**src/rtl/matmul_pkg.sv**
```systemverilog
// Shared definitions for the matmul control FSM and its datapath.
// Holds the operand/result widths, the vector length and its terminal
// count, and the control FSM state encodings, so both sides agree on when
// a multiply pass is complete.
package matmul_pkg;

  localparam int DATA_W = 8;
  localparam int N      = 8;
  localparam int CNT_W  = 4;
  localparam int PROD_W = 2 * DATA_W;
  // 2*DATA_W + clog2(N): the sum of N full-scale products cannot overflow.
  localparam int ACC_W  = 2 * DATA_W + 3;
  localparam int IDX_W  = $clog2(N);

  // Terminal count: the FSM leaves Multiply when entry_count reaches this.
  localparam logic [CNT_W-1:0] LAST_IDX = CNT_W'(N - 1);

  typedef enum logic [1:0] {
    ST_IDLE       = 2'd0,
    ST_MULTIPLY   = 2'd1,
    ST_ACCUMULATE = 2'd2,
    ST_STORE      = 2'd3
  } fsm_state_e;

endpackage

```
**src/rtl/matmul_if.sv**
```systemverilog
// Bundle of the matmul datapath's control, host-write and status signals.
//   master : FSM/host side (drives commands and operand writes)
//   slave  : datapath side (returns entry_count, busy, result, flags)
interface matmul_if;
  import matmul_pkg::*;

  logic                load_matrix;
  logic                multiply_matrix;
  logic                add;
  logic                done;
  logic                wr_en;
  logic                wr_sel;
  logic [CNT_W-1:0]    wr_addr;
  logic [DATA_W-1:0]   wr_data;
  logic [CNT_W-1:0]    entry_count;
  logic                busy;
  logic [ACC_W-1:0]    result;
  logic                result_valid;
  logic                protocol_err;

  modport master (
    output load_matrix, multiply_matrix, add, done,
    output wr_en, wr_sel, wr_addr, wr_data,
    input  entry_count, busy, result, result_valid, protocol_err
  );

  modport slave (
    input  load_matrix, multiply_matrix, add, done,
    input  wr_en, wr_sel, wr_addr, wr_data,
    output entry_count, busy, result, result_valid, protocol_err
  );

endinterface

```
**src/rtl/matmul_operand_rf.sv**
```systemverilog
// Operand storage: two N-entry vectors (A = row, B = column) of DATA_W bits.
// One write port selecting the vector, one shared read index returning the
// matching entry of both vectors combinationally.
//   clock, reset     : clock, synchronous active-high reset (clears all)
//   i_wr_en          : already-qualified write strobe
//   i_wr_sel         : 0 = A, 1 = B
//   i_wr_idx/i_wr_data : write index and value
//   i_rd_idx         : read index
//   o_rd_a/o_rd_b    : A[i_rd_idx], B[i_rd_idx]
module matmul_operand_rf
  import matmul_pkg::*;
(
  input  logic              clock,
  input  logic              reset,
  input  logic              i_wr_en,
  input  logic              i_wr_sel,
  input  logic [IDX_W-1:0]  i_wr_idx,
  input  logic [DATA_W-1:0] i_wr_data,
  input  logic [IDX_W-1:0]  i_rd_idx,
  output logic [DATA_W-1:0] o_rd_a,
  output logic [DATA_W-1:0] o_rd_b
);

  logic [DATA_W-1:0] r_vec_a [N];
  logic [DATA_W-1:0] r_vec_b [N];

  always_ff @(posedge clock) begin
    if (reset) begin
      for (int i = 0; i < N; i++) begin
        r_vec_a[i] <= '0;
        r_vec_b[i] <= '0;
      end
    end else if (i_wr_en) begin
      if (i_wr_sel) r_vec_b[i_wr_idx] <= i_wr_data;
      else          r_vec_a[i_wr_idx] <= i_wr_data;
    end
  end

  assign o_rd_a = r_vec_a[i_rd_idx];
  assign o_rd_b = r_vec_b[i_rd_idx];

endmodule

```
**src/rtl/matmul_datapath.sv**
```systemverilog
// Datapath responder to the matmul control FSM. Each step (load_matrix and
// multiply_matrix both high) multiplies A[entry_count]*B[entry_count] into a
// product register; add sums all N products into the accumulator; done moves
// the accumulator to result and pulses result_valid the following cycle.
//   clock, reset : clock, synchronous active-high reset
//   bus (slave)  : commands, host operand writes, entry_count/busy/result
//                  status and the sticky protocol_err flag
module matmul_datapath
  import matmul_pkg::*;
(
  input  logic    clock,
  input  logic    reset,
  matmul_if.slave bus
);

  logic [CNT_W-1:0]  r_cnt;
  logic              r_busy;
  logic              r_last_written;
  logic [PROD_W-1:0] r_prod [N];
  logic [ACC_W-1:0]  r_acc;
  logic [ACC_W-1:0]  r_result;
  logic              r_result_valid;
  logic              r_protocol_err;

  logic              w_step;
  logic              w_half_step;
  logic              w_at_last;
  logic              w_addr_ok;
  logic              w_wr_ok;
  logic              w_wr_bad;
  logic              w_err_now;
  logic [IDX_W-1:0]  w_rd_idx;
  logic [DATA_W-1:0] w_rd_a;
  logic [DATA_W-1:0] w_rd_b;
  logic [PROD_W-1:0] w_prod;
  logic [ACC_W-1:0]  w_sum;

  assign w_step      = bus.load_matrix & bus.multiply_matrix;
  assign w_half_step = bus.load_matrix ^ bus.multiply_matrix;
  assign w_at_last   = (r_cnt == LAST_IDX);

  // Writes are refused for the whole pass, including the done cycle, since
  // busy is registered and only falls after that edge.
  assign w_addr_ok = (bus.wr_addr < CNT_W'(N));
  assign w_wr_ok   = bus.wr_en & ~r_busy & w_addr_ok;
  assign w_wr_bad  = bus.wr_en & ~w_wr_ok;

  // r_last_written marks that the final slot was already filled this pass,
  // so a further step at the terminal count is an overrun.
  assign w_err_now = w_half_step
                   | (w_step & w_at_last & r_last_written)
                   | (bus.add & ~w_at_last)
                   | (bus.add & bus.done)
                   | w_wr_bad;

  // r_cnt never exceeds N-1, so its low bits are a valid vector index.
  assign w_rd_idx = r_cnt[IDX_W-1:0];

  matmul_operand_rf u_operand_rf (
    .clock     (clock),
    .reset     (reset),
    .i_wr_en   (w_wr_ok),
    .i_wr_sel  (bus.wr_sel),
    .i_wr_idx  (bus.wr_addr[IDX_W-1:0]),
    .i_wr_data (bus.wr_data),
    .i_rd_idx  (w_rd_idx),
    .o_rd_a    (w_rd_a),
    .o_rd_b    (w_rd_b)
  );

  assign w_prod = PROD_W'(w_rd_a) * PROD_W'(w_rd_b);

  always_comb begin
    w_sum = '0;
    for (int i = 0; i < N; i++) begin
      w_sum = w_sum + ACC_W'(r_prod[i]);
    end
  end

  always_ff @(posedge clock) begin
    if (reset) begin
      r_cnt          <= '0;
      r_busy         <= 1'b0;
      r_last_written <= 1'b0;
      r_acc          <= '0;
      r_result       <= '0;
      r_result_valid <= 1'b0;
      r_protocol_err <= 1'b0;
      for (int i = 0; i < N; i++) begin
        r_prod[i] <= '0;
      end
    end else begin
      r_result_valid <= bus.done;
      if (w_err_now) r_protocol_err <= 1'b1;

      if (w_step) begin
        r_prod[w_rd_idx] <= w_prod;
        r_busy           <= 1'b1;
        if (w_at_last) r_last_written <= 1'b1;
        else           r_cnt          <= r_cnt + CNT_W'(1);
      end

      if (bus.add) r_acc <= w_sum;

      // done takes priority over a coincident step: the pass is closed.
      if (bus.done) begin
        r_result       <= r_acc;
        r_cnt          <= '0;
        r_busy         <= 1'b0;
        r_last_written <= 1'b0;
      end
    end
  end

  assign bus.entry_count  = r_cnt;
  assign bus.busy         = r_busy;
  assign bus.result       = r_result;
  assign bus.result_valid = r_result_valid;
  assign bus.protocol_err = r_protocol_err;

endmodule
```
**src/flat_wrapper.sv**
```systemverilog
// flat-port wrapper written by rule: the top's interface ports become plain ports
module matmul_datapath_flat import matmul_pkg::*;
  (clock, reset, bus_load_matrix, bus_multiply_matrix, bus_add, bus_done, bus_wr_en, bus_wr_sel, bus_wr_addr, bus_wr_data, bus_entry_count, bus_busy, bus_result, bus_result_valid, bus_protocol_err);
  matmul_if bus_i ();
  input  logic clock;
  input  logic reset;
  input wire logic [$bits(bus_i.load_matrix)-1:0] bus_load_matrix;
  input wire logic [$bits(bus_i.multiply_matrix)-1:0] bus_multiply_matrix;
  input wire logic [$bits(bus_i.add)-1:0] bus_add;
  input wire logic [$bits(bus_i.done)-1:0] bus_done;
  input wire logic [$bits(bus_i.wr_en)-1:0] bus_wr_en;
  input wire logic [$bits(bus_i.wr_sel)-1:0] bus_wr_sel;
  input wire logic [$bits(bus_i.wr_addr)-1:0] bus_wr_addr;
  input wire logic [$bits(bus_i.wr_data)-1:0] bus_wr_data;
  output wire logic [$bits(bus_i.entry_count)-1:0] bus_entry_count;
  output wire logic [$bits(bus_i.busy)-1:0] bus_busy;
  output wire logic [$bits(bus_i.result)-1:0] bus_result;
  output wire logic [$bits(bus_i.result_valid)-1:0] bus_result_valid;
  output wire logic [$bits(bus_i.protocol_err)-1:0] bus_protocol_err;
  assign bus_i.load_matrix = bus_load_matrix;
  assign bus_i.multiply_matrix = bus_multiply_matrix;
  assign bus_i.add = bus_add;
  assign bus_i.done = bus_done;
  assign bus_i.wr_en = bus_wr_en;
  assign bus_i.wr_sel = bus_wr_sel;
  assign bus_i.wr_addr = bus_wr_addr;
  assign bus_i.wr_data = bus_wr_data;
  assign bus_entry_count = bus_i.entry_count;
  assign bus_busy = bus_i.busy;
  assign bus_result = bus_i.result;
  assign bus_result_valid = bus_i.result_valid;
  assign bus_protocol_err = bus_i.protocol_err;
  matmul_datapath u_core (.clock(clock), .reset(reset), .bus(bus_i));
endmodule
```
**config.mk**
```make
export PLATFORM = sky130hd
export DESIGN_NAME = matmul_datapath_flat
export DESIGN_NICKNAME = d
export VERILOG_FILES = /design/src/rtl/matmul_pkg.sv /design/src/rtl/matmul_if.sv /design/src/rtl/matmul_operand_rf.sv /design/src/rtl/matmul_datapath.sv /design/src/flat_wrapper.sv
export SDC_FILE = /design/constraint.sdc
export NUM_CORES = 1
export LEC_CHECK = 0
export CORE_ASPECT_RATIO = 1.4
export CORE_MARGIN = 2
export CORE_UTILIZATION = 38
export DETAILED_ROUTE_END_ITERATION = 10
export PLACE_DENSITY = 0.58
export REMOVE_ABC_BUFFERS = 1
export SETUP_SLACK_MARGIN = 0.2
export SYNTH_ARGS = -nofsm -noshare
export SYNTH_HDL_FRONTEND = slang
export SYNTH_SLANG_ARGS = --single-unit
```
**constraint.sdc**
```tcl
create_clock -name clock -period 13.6 [get_ports clock]
set_clock_uncertainty 0.2 [all_clocks]
set_input_delay 2.72 -clock clock [delete_from_list [all_inputs] [get_ports clock]]
set_output_delay 2.72 -clock clock [all_outputs]
set_load 0.05 [all_outputs]
```
==> results.json <==
{
  "synth_area_um2": 18400,
  "vias": 11200,
  "track_usage_pct": 16.4,
  "wirelength_mm": 39.9,
  "synth_cell_types": 89,
  "synthFlopType": "edfxtp_1",
  "core-area_um2": 47900,
  "n_fill_cell": 4406,
  "peakVddDrop_v": 0.000101,
  "report.final.slew_viol_count": 0,
  "finalCriticalPeriod_ps": 6660,
  "holdPathEnd": "u_core.bus.result[10]",
  "grt_pass1_vias": 11900,
  "cts_buffer_depth": 3,
  "final_antenna_net_count": 0,
  "yosysWarnings": 0,
  "dr.pass1.iters": 6,
  "start_kind": "register",
  "cts_max_level": 2,
  "clock-root-buffer": "clkbuf_16",
  "cp.required_ps": 13820,
  "nets": 1776,
  "ctsResizeCount": 0,
  "whs_path_depth": 2,
  "area_growth_pct": 12.2,
  "final_common_cell": "edfxtp_1",
  "fin_util_pct": 43.0,
  "fp.dieW_um": 190,
  "fmax_ghz": 0.150,
  "tns_ps": 0,
  "insertion_delay_ps": 530,
  "final_cell_mix": "edfxtp_1 (256), nor2_1 (191), inv_1 (175)",
  "critPathKind": "register to register",
  "place_hpwl_mm": 29.1,
  "viasPerCell": 5.04,
  "postCtsHoldBufs": 0,
  "post-route-period-util_pct": 48.9,
  "r2r_setup_slack_ps": 6940,
  "drt-initial-drc-count": 522,
  "cts_sinks": 305,
  "power.density_nw_per_um2": 144,
  "antenna_cells": 0,
  "grt_antenna_before_repair": 0,
  "cts_tree": "yes",
  "worst_setup_path_end_kind": "register",
  "tightest_slew_ps": 1230,
  "r2r_start": "u_core.r_prod[1][1]",
  "grt_pass1_wl_mm": 64.4,
  "synth-edff-count": 256,
  "postSynth.asyncResetShare_pct": 0,
  "drive_gt1_share_pct": 8.87,
  "finalSetupViolations": 0,
  "hp-class": "register to register",
  "gp_congestion": 0.809,
  "min_from": "u_core.r_acc[10]",
  "grt.overflow.total": 0,
  "synthCells": 1509,
  "die-area_um2": 50100,
  "grt_max_degree": 50,
  "status": "completed",
  "row_count": 95,
  "maxCapViolCount": 0,
  "wl_per_cell_um": 18.0,
  "rsz0062_at_grt": "false",
  "cts_made_buffers": 35,
  "ys_seq_elements": 305,
  "cts_setup_buffers": 0,
  "path_max_fanout": 10,
  "syn_area_per_cell_um2": 12.2,
  "num_io_pins": 46,
  "start_util_pct": 38.3,
  "maxSlewHeadroom_pct": 17.0,
  "die_h_um": 264,
  "portBuffers": 45,
  "p_leak_nw": 8.44,
  "hold_viol_final": 0,
  "yosysSeqAreaShare_pct": 47.2,
  "ff2ff_path_depth": 18,
  "r2r_end": "u_core.r_acc[16]",
  "path_clk_slew_ps": 60,
  "drc": 0,
  "arrival_ps": 6880
}
==> per-layer routing <==
metal / vias to the layer above / global-route usage, % / share of wire [%]
li1: 5352 / - / -
met1: 5577 / 18.2 / 39
met2: 186 / 31.6 / 55
met3: 71 / 2.19 / 2.8
met4: 0 / 5.89 / 3.1
met5: - / 0 / 0
==> through the flow <==
stage / hold slack (ps) / worst slack, ps / power, mW / cell area, µm² / cells
6_report: 285 / 6940 / 2.96 / 20600 / 2220
5_1_grt: 302 / 6750 / 3.14 / 20600 / 2220
4_1_cts: 286 / 6980 / 2.99 / 20600 / 2220
3_5_place_dp: 282 / 7060 / 2.04 / 19500 / 2157
3_3_place_gp: 262 / 7220 / 2.03 / 19500 / 2157
2_1_floorplan: 242 / 7270 / 1.79 / 18100 / 1458
==> cell usage after synthesis (8+ instances only) <==
master | n | area, µm²
a21o_1 | 14 | 105
nand3_1 | 20 | 100
o211ai_1 | 10 | 75.1
nor3_1 | 27 | 135
fa_1 | 115 | 2300
clkbuf_1 | 29 | 109
and2_1 | 134 | 838
nand2_1 | 52 | 195
nor2_1 | 191 | 717
mux2i_1 | 29 | 290
nor3b_1 | 9 | 67.6
mux4_1 | 20 | 526
or4_1 | 8 | 60.1
nor4_1 | 8 | 50.1
xor2_1 | 14 | 123
ha_1 | 77 | 963
nand2b_1 | 10 | 62.6
edfxtp_1 | 256 | 7690
nor2b_1 | 12 | 75.1
inv_1 | 175 | 657
or2_2 | 8 | 50.1
o21ai_0 | 36 | 180
dfxtp_1 | 49 | 981
o21bai_1 | 10 | 75.1
a211oi_1 | 8 | 60.1
mux4_2 | 12 | 270
xnor2_1 | 10 | 87.6
a21oi_1 | 31 | 155
==> flip-flops by register name (all words and copies together) (netlist names), named ones only <==
signal and flops:
u_core.u_operand_rf.r_vec_b 64, u_core.bus.busy 1, u_core.bus.result_valid 1, u_core.r_acc 19, u_core.bus.protocol_err 1, u_core.bus.entry_count 4, u_core.u_operand_rf.r_vec_a 64, u_core.r_last_written 1
u_core.bus.result 19, u_core.r_prod 128
==> final cells by class <==
| type | count | area, µm² | share of cell area [%] |
|---|---|---|---|
| clock inverters | 25 | 234 | 1.13 |
| clock buffers | 38 | 908 | 4.41 |
| inverters | 179 | 672 | 3.26 |
| well taps | 630 | 788 | 3.82 |
| repair buffers | 69 | 626 | 3.03 |
| multi-input cells | 974 | 8720 | 42.3 |
| flip-flops and latches | 305 | 8670 | 42.1 |
==> how the worst max path moves through the flow <==
stage                   startpoint                    to  slack (ps)  cells past startpoint
2_1_floorplan             register  u_core.r_prod[7][13]        7270                     14
3_3_place_gp   u_core.r_prod[1][1]      u_core.r_acc[16]        7220                     18
3_5_place_dp   u_core.r_prod[1][1]      u_core.r_acc[16]        7060                     18
4_1_cts        u_core.r_prod[1][1]      u_core.r_acc[16]        6980                     18
5_1_grt        u_core.r_prod[0][1]      u_core.r_acc[16]        6750                     18
6_report       u_core.r_prod[1][1]      u_core.r_acc[16]        6940                     18
==> critical path, stage by stage (launching register included) <==
cell and delay [ps]:
edfxtp_1 390, ha_1 330, a211oi_1 260, o21bai_1 150, o41ai_1 940, a32oi_1 250
xor2_1 210, fa_1 480, inv_1 60, fa_1 500, fa_1 520, fa_1 540
inv_1 40, ha_1 450, nand4_1 200, nor3_1 270, a21oi_1 120, or3_1 390
a32o_1 230
==> logic make-up after synthesis <==
family	after synthesis	share of synthesized area, %
adder cells (fa/ha/maj)	192	17.8
XOR/XNOR	25	1.23
AO/OA/AOI/OAI	164	6.59
AND/OR/NAND/NOR	517	14.5
flip-flops	305	47.2
buffers and inverters	230	5.34
multiplexers	76	7.34
==> power breakdown <==
part	internal, mW	leakage [nW]	switching [mW]
Clock	0.546	0.553	0.393
Combinational	0.364	4.79	0.569
Sequential	1.06	3.10	0.0256
Total	1.97	8.44	0.987
Power figures use the tool's default switching activity.
